<file path="config.mk">
export PLATFORM = sky130hd
export DESIGN_NAME = simple_issue
export DESIGN_NICKNAME = d
export VERILOG_FILES = /design/src/rtl/simple_issue.sv
export SDC_FILE = /design/constraint.sdc
export NUM_CORES = 1
export LEC_CHECK = 0
export CAP_MARGIN = 10
export CORE_AREA = 3 3 132 134
export CTS_CLUSTER_SIZE = 10
export DETAILED_ROUTE_END_ITERATION = 16
export DIE_AREA = 0 0 135 137
export GPL_TIMING_DRIVEN = 0
export PLACE_DENSITY = 0.75
export SLEW_MARGIN = 20
export SYNTH_ARGS = -nofsm -noshare
export SYNTH_HDL_FRONTEND = slang
export SYNTH_SLANG_ARGS = --single-unit
</file>
<file path="constraint.sdc">
create_clock -name CLK -period 4.04 [get_ports CLK]
set_input_delay 0.808 -clock CLK [delete_from_list [all_inputs] [get_ports CLK]]
set_output_delay 0.808 -clock CLK [all_outputs]
set_load 0.01 [all_outputs]
</file>
<file path="src/rtl/simple_issue.sv">
// rtl/simple_issue.sv - in-order issue queue with register scoreboard hazard check
// Consumer of the fetch/issue interface; hands decoded instructions to execute.
module simple_issue #(
   parameter int DEPTH = 4,
   parameter int PTR_W = 2
) (
   input  logic        CLK,
   input  logic        RSTN,
   input  logic        INSTRV,
   input  logic [31:0] DEC_INSTR,
   output logic        ISSUE_BUSY,
   output logic        EX_VALID,
   output logic [5:0]  EX_OPCODE,
   output logic [4:0]  EX_RD,
   output logic [4:0]  EX_RS1,
   output logic [4:0]  EX_RS2,
   output logic [15:0] EX_IMM,
   input  logic        EX_READY,
   input  logic        WB_VALID,
   input  logic [4:0]  WB_RD
);

   localparam logic [PTR_W:0] FULL_CNT = (PTR_W+1)'(DEPTH);

   logic [31:0]      mem_q [DEPTH];
   logic [31:0]      mem_d [DEPTH];
   logic [PTR_W-1:0] head_q, head_d;
   logic [PTR_W-1:0] tail_q, tail_d;
   logic [PTR_W:0]   count_q, count_d;
   logic [31:0]      sb_q, sb_d;

   logic [31:0] head_instr;
   logic        hazard;
   logic        push;
   logic        pop;

   assign head_instr = mem_q[head_q];
   assign EX_OPCODE  = head_instr[31:26];
   assign EX_RD      = head_instr[25:21];
   assign EX_RS1     = head_instr[20:16];
   assign EX_RS2     = head_instr[15:11];
   assign EX_IMM     = head_instr[15:0];

   // Hazard uses the registered scoreboard only; write-back is never bypassed.
   assign hazard     = sb_q[EX_RS1] | sb_q[EX_RS2] | sb_q[EX_RD];
   assign ISSUE_BUSY = (count_q == FULL_CNT);
   assign EX_VALID   = (count_q != '0) & ~hazard;
   assign push       = INSTRV & ~ISSUE_BUSY;
   assign pop        = EX_VALID & EX_READY;

   always_comb begin
      mem_d   = mem_q;
      head_d  = head_q;
      tail_d  = tail_q;
      count_d = count_q;
      sb_d    = sb_q;

      if (push) begin
         mem_d[tail_q] = DEC_INSTR;
         tail_d        = tail_q + PTR_W'(1);
      end
      if (pop) begin
         head_d = head_q + PTR_W'(1);
      end

      unique case ({push, pop})
         2'b10:   count_d = count_q + (PTR_W+1)'(1);
         2'b01:   count_d = count_q - (PTR_W+1)'(1);
         default: count_d = count_q;
      endcase

      // Clear first so a same-cycle issue to the same register leaves it outstanding.
      if (WB_VALID) begin
         sb_d[WB_RD] = 1'b0;
      end
      if (pop) begin
         sb_d[EX_RD] = 1'b1;
      end
      sb_d[0] = 1'b0;
   end

   always_ff @(posedge CLK or negedge RSTN) begin
      if (!RSTN) begin
         for (int i = 0; i < DEPTH; i++) begin
            mem_q[i] <= '0;
         end
         head_q  <= '0;
         tail_q  <= '0;
         count_q <= '0;
         sb_q    <= '0;
      end else begin
         mem_q   <= mem_d;
         head_q  <= head_d;
         tail_q  <= tail_d;
         count_q <= count_d;
         sb_q    <= sb_d;
      end
   end

endmodule
</file>
### After elaboration in Yosys (flattened, before gate mapping)

Index checks and enable logic that the tools add are counted.
W data, S select, Z words.

| storage, ports and cells | value |
|---|---|
| memories | 0 |
| input bits | 42 |
| memory bits (read-only) | 0 |
| output and inout port bits | 39 |
| bits in registers | 166 |
| bits in writable memories | 0 |
| bits in latches | 0 |

| operators by class | value |
|---|---|
| $add $sub $neg | 4 |
| $mul | 0 |
| order comparisons | 9 |
| shifts and indexed selects | 0 |
| divide/modulo/power cells | 0 |
| equal/unequal tests | 3 |
| bitwise logic cells | 12 |
| multiplexer cells | 19 |
| reductions and logical operators | 5 |

Operators by type and width:

| kind | number |
|---|---|
| $mux W32 | 5 |
| $bwmux W128 | 1 |
| $bmux W32 S2 | 1 |
| $demux W32 S2 | 1 |
| $and A32 B32 Y32 | 1 |
| $not A32 Y32 | 1 |
| $or A32 B32 Y32 | 1 |
| $lt A5 B6 Y1 const B | 4 |
| $bmux W1 S5 | 3 |
| $demux W1 S5 | 2 |
| $ge A5 B1 Y1 const B | 2 |
| $ge A3 B3 Y1 const B | 2 |
| $not A2 Y3 | 2 |
| $pmux W3 S2 | 1 |
| $mux W1 | 5 |
| $add A2 B1 Y2 const B | 2 |
| $add A3 B1 Y3 const B | 1 |
| $and A1 B1 Y1 | 3 |
| $eq A3 B3 Y1 const B | 1 |
| $logic_and A1 B1 Y1 | 3 |
| $lt A3 B1 Y1 const B | 1 |
| $reduce_bool A3 Y1 | 1 |
| $sub A3 B1 Y3 const B | 1 |
| $eq A2 B1 Y1 const B | 1 |
| other kinds (4) | 6 |

### Longest topological paths before layout

Gate-level depths: netlist of the first run.

| logic depth | value |
|---|---|
| depth in word-level cells | 13 |
| mapped depth | 18 |
| depth with buffers taken out | 13 |

### Least setup slack after synthesis of the first run

OpenSTA, ideal clock, no wires.

| path | value |
|---|---|
| path type | reg2reg |
| start point | register head_q[0] |
| end point | register count_q[2] |
| arrival time | 3.840 ns |
| data required time | 3.961 ns |
| period minus slack after synthesis | 3.920 ns |
| setup time | 0.079 ns |
| path slack | 0.120 ns |
| stages on the path, launching flop included | 17 |
| cells stage by stage | dfrtp_1 buf_6 buf_6 mux4_2 clkbuf_1 o2111a_1 or3_1 or4_1 buf_2 buf_6 inv_1 ha_1 inv_1 fa_1 xor2_1 nor2_1 xor2_1 |

| on the way | value |
|---|---|
| word-level cells in the longest chain between the ends | 13 |
| elaborated cells between the ends (all ways) | 19 |
| classes of those cells | eq/ne: 2; mux: 10; bitwise: 6; reduce/logical: 1 |

RTL lines:

| element | RTL line | source |
|---|---|---|
| from (decl) | 27 | `logic [PTR_W-1:0] head_q, head_d;` |
| from (signal assigned) | 87 | `head_q <= '0;` |
| from (signal assigned) | 93 | `head_q <= head_d;` |
| $not A2 Y3 (not written as such) (*) | 37 | `assign head_instr = mem_q[head_q];` |
| $bmux W32 S2 (*) | 37 |  |
| $mux W32 (not written as such) (*) (2 in series) | 37 |  |
| named net EX_RS1[1] | 15 | `output logic [4:0] EX_RS1,` |
| $bmux W1 S5 (*) | 45 | `assign hazard = sb_q[EX_RS1] \| sb_q[EX_RS2] \| sb_q[EX_RD];` |
| $mux W1 (not written as such) (*) | 45 |  |
| $or A1 B1 Y1 (*) (2 in series) | 45 |  |
| $not A1 Y1 (*) | 47 | `assign EX_VALID = (count_q != '0) & ~hazard;` |
| $and A1 B1 Y1 (*) | 47 |  |
| $and A1 B1 Y1 (*) | 49 | `assign pop = EX_VALID & EX_READY;` |
| $eq A2 B1 Y1 or $eq A2 B2 Y1 (tied branches) | 66 | `unique case ({push, pop})` |
| $pmux W3 S2 or $reduce_bool A2 Y1 (tied branches) | -- |  |
| to (signal assigned) | 95 | `count_q <= count_d;` |
| to (decl) | 29 | `logic [PTR_W:0] count_q, count_d;` |

Mark *: on every way through the listed nets, which the timed path passes. The rest lies on a longest branch. The select of a mux whose other input is x is not followed.
A chain may end at the register's enable or synchronous reset.

### Final worst setup path of the first run

| path | value |
|---|---|
| start point | register head_q[0] |
| end point | output port EX_VALID |

| on the way | value |
|---|---|
| word-level cells in the longest chain between the ends | 10 |
| elaborated cells between the ends (all ways) | 14 |
| classes of those cells | mux: 9; bitwise: 5 |

RTL lines:

| element | RTL line | source |
|---|---|---|
| $not A2 Y3 (not written as such) (*) | 37 |  |
| $bmux W32 S2 (*) | 37 |  |
| $mux W32 (not written as such) (*) (2 in series) | 37 |  |
| $bmux W1 S5 | 45 |  |
| $mux W1 (not written as such) | 45 |  |
| $or A1 B1 Y1 | 45 |  |
| $or A1 B1 Y1 (*) | 45 |  |
| $not A1 Y1 (*) | 47 |  |
| $and A1 B1 Y1 (*) | 47 |  |
| to (decl) | 12 | `output logic EX_VALID,` |

Mark *: on every way between the ends. The rest lies on a longest branch, timed or not. The select of a mux whose other input is x is not followed.

==> summary.txt, run 1 <==
largest net degree at the start of global routing: 96
die height: 137 um
Hold Crit Class: input port to async pin
Util after Layout: 64.2%
Layout area overhead: 25.1%
headroom to the max-slew limit: 45.9%
crit end category: primary output
most common cell after layout, fill and taps aside: dfrtp_1
sequential area share after synthesis: 49.4%
# DRC: 0
Post-synth EDFFs: 0
1st-iter DRT viols: 454
register area: 4160 um^2
Startpoint Class: flip-flop
Mapped Nets: 674
fraction of registers with async set/reset: 100%
setup TNS: 0 ns
setup violators final: 0
area of the die: 18500 um^2
Cells after Synth: 626
PwrDens: 1110 nW/um^2
max_cap viols: 0
top_reg_cell synth: dfrtp_1
Worst VDD drop: 0.000461 V
Least-Margin Pin Slew: 0.812 ns
Synth warnings: 0
clock skew: 0.0106 ns
CTS tree: built
CORE AREA: 16400 um^2
crit-path max cell delay: 0.61 ns
Initial Util: 51.3%
FMAX: 252 MHz
I/O pins: 81
number of synthesized register bits: 166
CTS sink count: 166
R2R setup slack: 0.12 ns
routed vias: 5795
GRT Util Overall: 23.2%
clk slew on worst S/H paths: 0.07 ns
final period utilization: 98.1%
Post-Syn Area per Cell: 13.4 um^2
CP max stage cell: mux4_2
FILL cells: 1189
ANT cells: 0
final antenna-violating net count: 0
commonest cells after routing, fill and taps aside: dfrtp_1 (165), mux2_2 (134), clkdlybuf4s50_1 (78)
CP required: 3.23 ns
worst hold slack: 0.349 ns
DR pass1 iterations: 5
Leakage: 4.41 nW
largest fanout on the critical path: 8
RSZ-0062 raised after global routing: yes
H-tree levels: 4
Row Count: 47
cts bufs inserted: 17
global-route wire length before repair: 32800 um
vias in the first global route: 6199
area of the multi-input gates: 4070 um^2
worst r2r path cells: 16
Final Power: 11.6 mW
Pins Over Slew Limit: 0
crit path time final: 3.97 ns
Distinct cells, synth: 49
nets@finish: 804
routed wire length: 20900 um
grt ovf: 0
share of cells above drive strength 1: 40.6%
PortBufs: 80
antenna violations before repair: 0
# hold bufs at CTS: 0
Worst Setup Slack, final: 0.0749 ns
status: finished, final reports clean
clk_lat worst skew: 0.43 ns
Final HPWL DP: 14000 um
synthesized cell area: 8420 um^2
post-placement setup slack: -0.364 ns
Die W: 135 um
final hold violations: 0
worst path cell trace: buf_6 > buf_4 > mux4_2 > buf_4 > mux2i_1 > mux2i_1 > a22oi_2 > nand4_1 > buf_4 > nor4_4 > buf_2
r2r startpoint: head_q[0]
wire per inst: 21.1 um
Most common cell on crit path: buf_4
RePlAce Congestion: 0.935
Worst R2R End: count_q[2]
CP Class: flip-flop to primary output
detail-routed via count per cell: 5.87
crit path DAT: 3.16 ns
Root Driver: clkbuf_16
clock buffer depth: 2
Yosys cell counts, types with 8 or more instances:
library cell	n	area, um^2
mux2_2	134	1510
o21ai_2	28	245
nand2_1	42	158
buf_1	17	63.8
inv_1	9	33.8
buf_2	8	40.0
dfrtp_1	166	4150
nand3b_1	8	60.1
mux2i_1	49	490
clkbuf_1	8	30.0
o21ai_0	36	180
mux4_2	34	766
worst max-delay path by stage:
stage                     startpoint         end  slack, ns
after floorplan            head_q[0]  count_q[2]       0.12
after global placement          RSTN  mem_q[112]      -4.09
after detailed placement   head_q[0]  count_q[2]      -0.36
after CTS                  head_q[0]    EX_VALID      0.002
after global routing       head_q[0]  count_q[2]      -0.08
final                      head_q[0]    EX_VALID       0.07
per-stage QoR:
step / instances / area, um^2
floorplan: 626 / 8420
global placement: 926 / 9490
detailed placement: 927 / 9520
CTS: 973 / 10300
global route: 988 / 10500
finish: 988 / 10500
where the power goes:
group | switching [mW] | internal [mW] | total (mW) | leakage, nW
clock | 0.689 | 0.825 | 1.51 | 0.264
sequential | 0.484 | 2.49 | 2.98 | 2.01
combinational | 3.33 | 3.81 | 7.14 | 2.14
total | 4.51 | 7.13 | 11.6 | 4.41
logic make-up after synthesis:
| logic type | after synthesis | share of synthesized area (%) |
|---|---|---|
| multiplexers | 218 | 33.0 |
| XOR/XNOR | 6 | 0.714 |
| flip-flops | 166 | 49.4 |
| adder cells (fa/ha/maj) | 6 | 0.981 |
| buffers and inverters | 54 | 3.33 |
| AO/OA/AOI/OAI | 84 | 6.97 |
| AND/OR/NAND/NOR | 92 | 5.65 |
layout make-up:
cell class / count / share of cell area (%)
Buffer: 37 / 2.66
Clock inverter: 12 / 0.915
Timing Repair Buffer: 119 / 10.9
Inverter: 9 / 0.440
Clock buffer: 19 / 4.30
Tap cell: 220 / 2.62
Multi-Input combinational cell: 406 / 38.6
Sequential cell: 166 / 39.5
registers in the layout (all words and copies together), names as in the netlist:
name / cells
mem_q: 128
sb_q: 31
count_q: 3
head_q: 2
tail_q: 2
repair_timing:
item                       CTS  global route
gates resized for setup     34            25
setup endpoints to repair   11             4
cloned                       1             0
pin swaps                    2             7
setup buffers               22            15
critical path: cells and delay by family, from the launching register on:
kind / cells / cell delay [ns]
AND/OR/NAND/NOR: 2 / 0.44
AO/OA/AOI/OAI: 1 / 0.22
multiplexers: 3 / 0.90
buffers and inverters: 5 / 0.84
flip-flops: 1 / 0.34
metal layers:
layer | vias up | GRT usage [%] | routed length (um)
met1 | 2979 | 29.5 | 8420
met3 | 45 | 4.85 | 1200
met2 | 192 | 39.8 | 10800
met4 | 0 | 8.40 | 468
met5 | - | 0 | 0
li1 | 2579 | - | -
Power figures use the tool's default switching activity.
==> run 2: changes to the inputs <==
- ABC_CLOCK_PERIOD_IN_PS: not set -> 4040
==> results of run 2 <==
The final DEF is identical to that of run 1; final timing and power are the same.
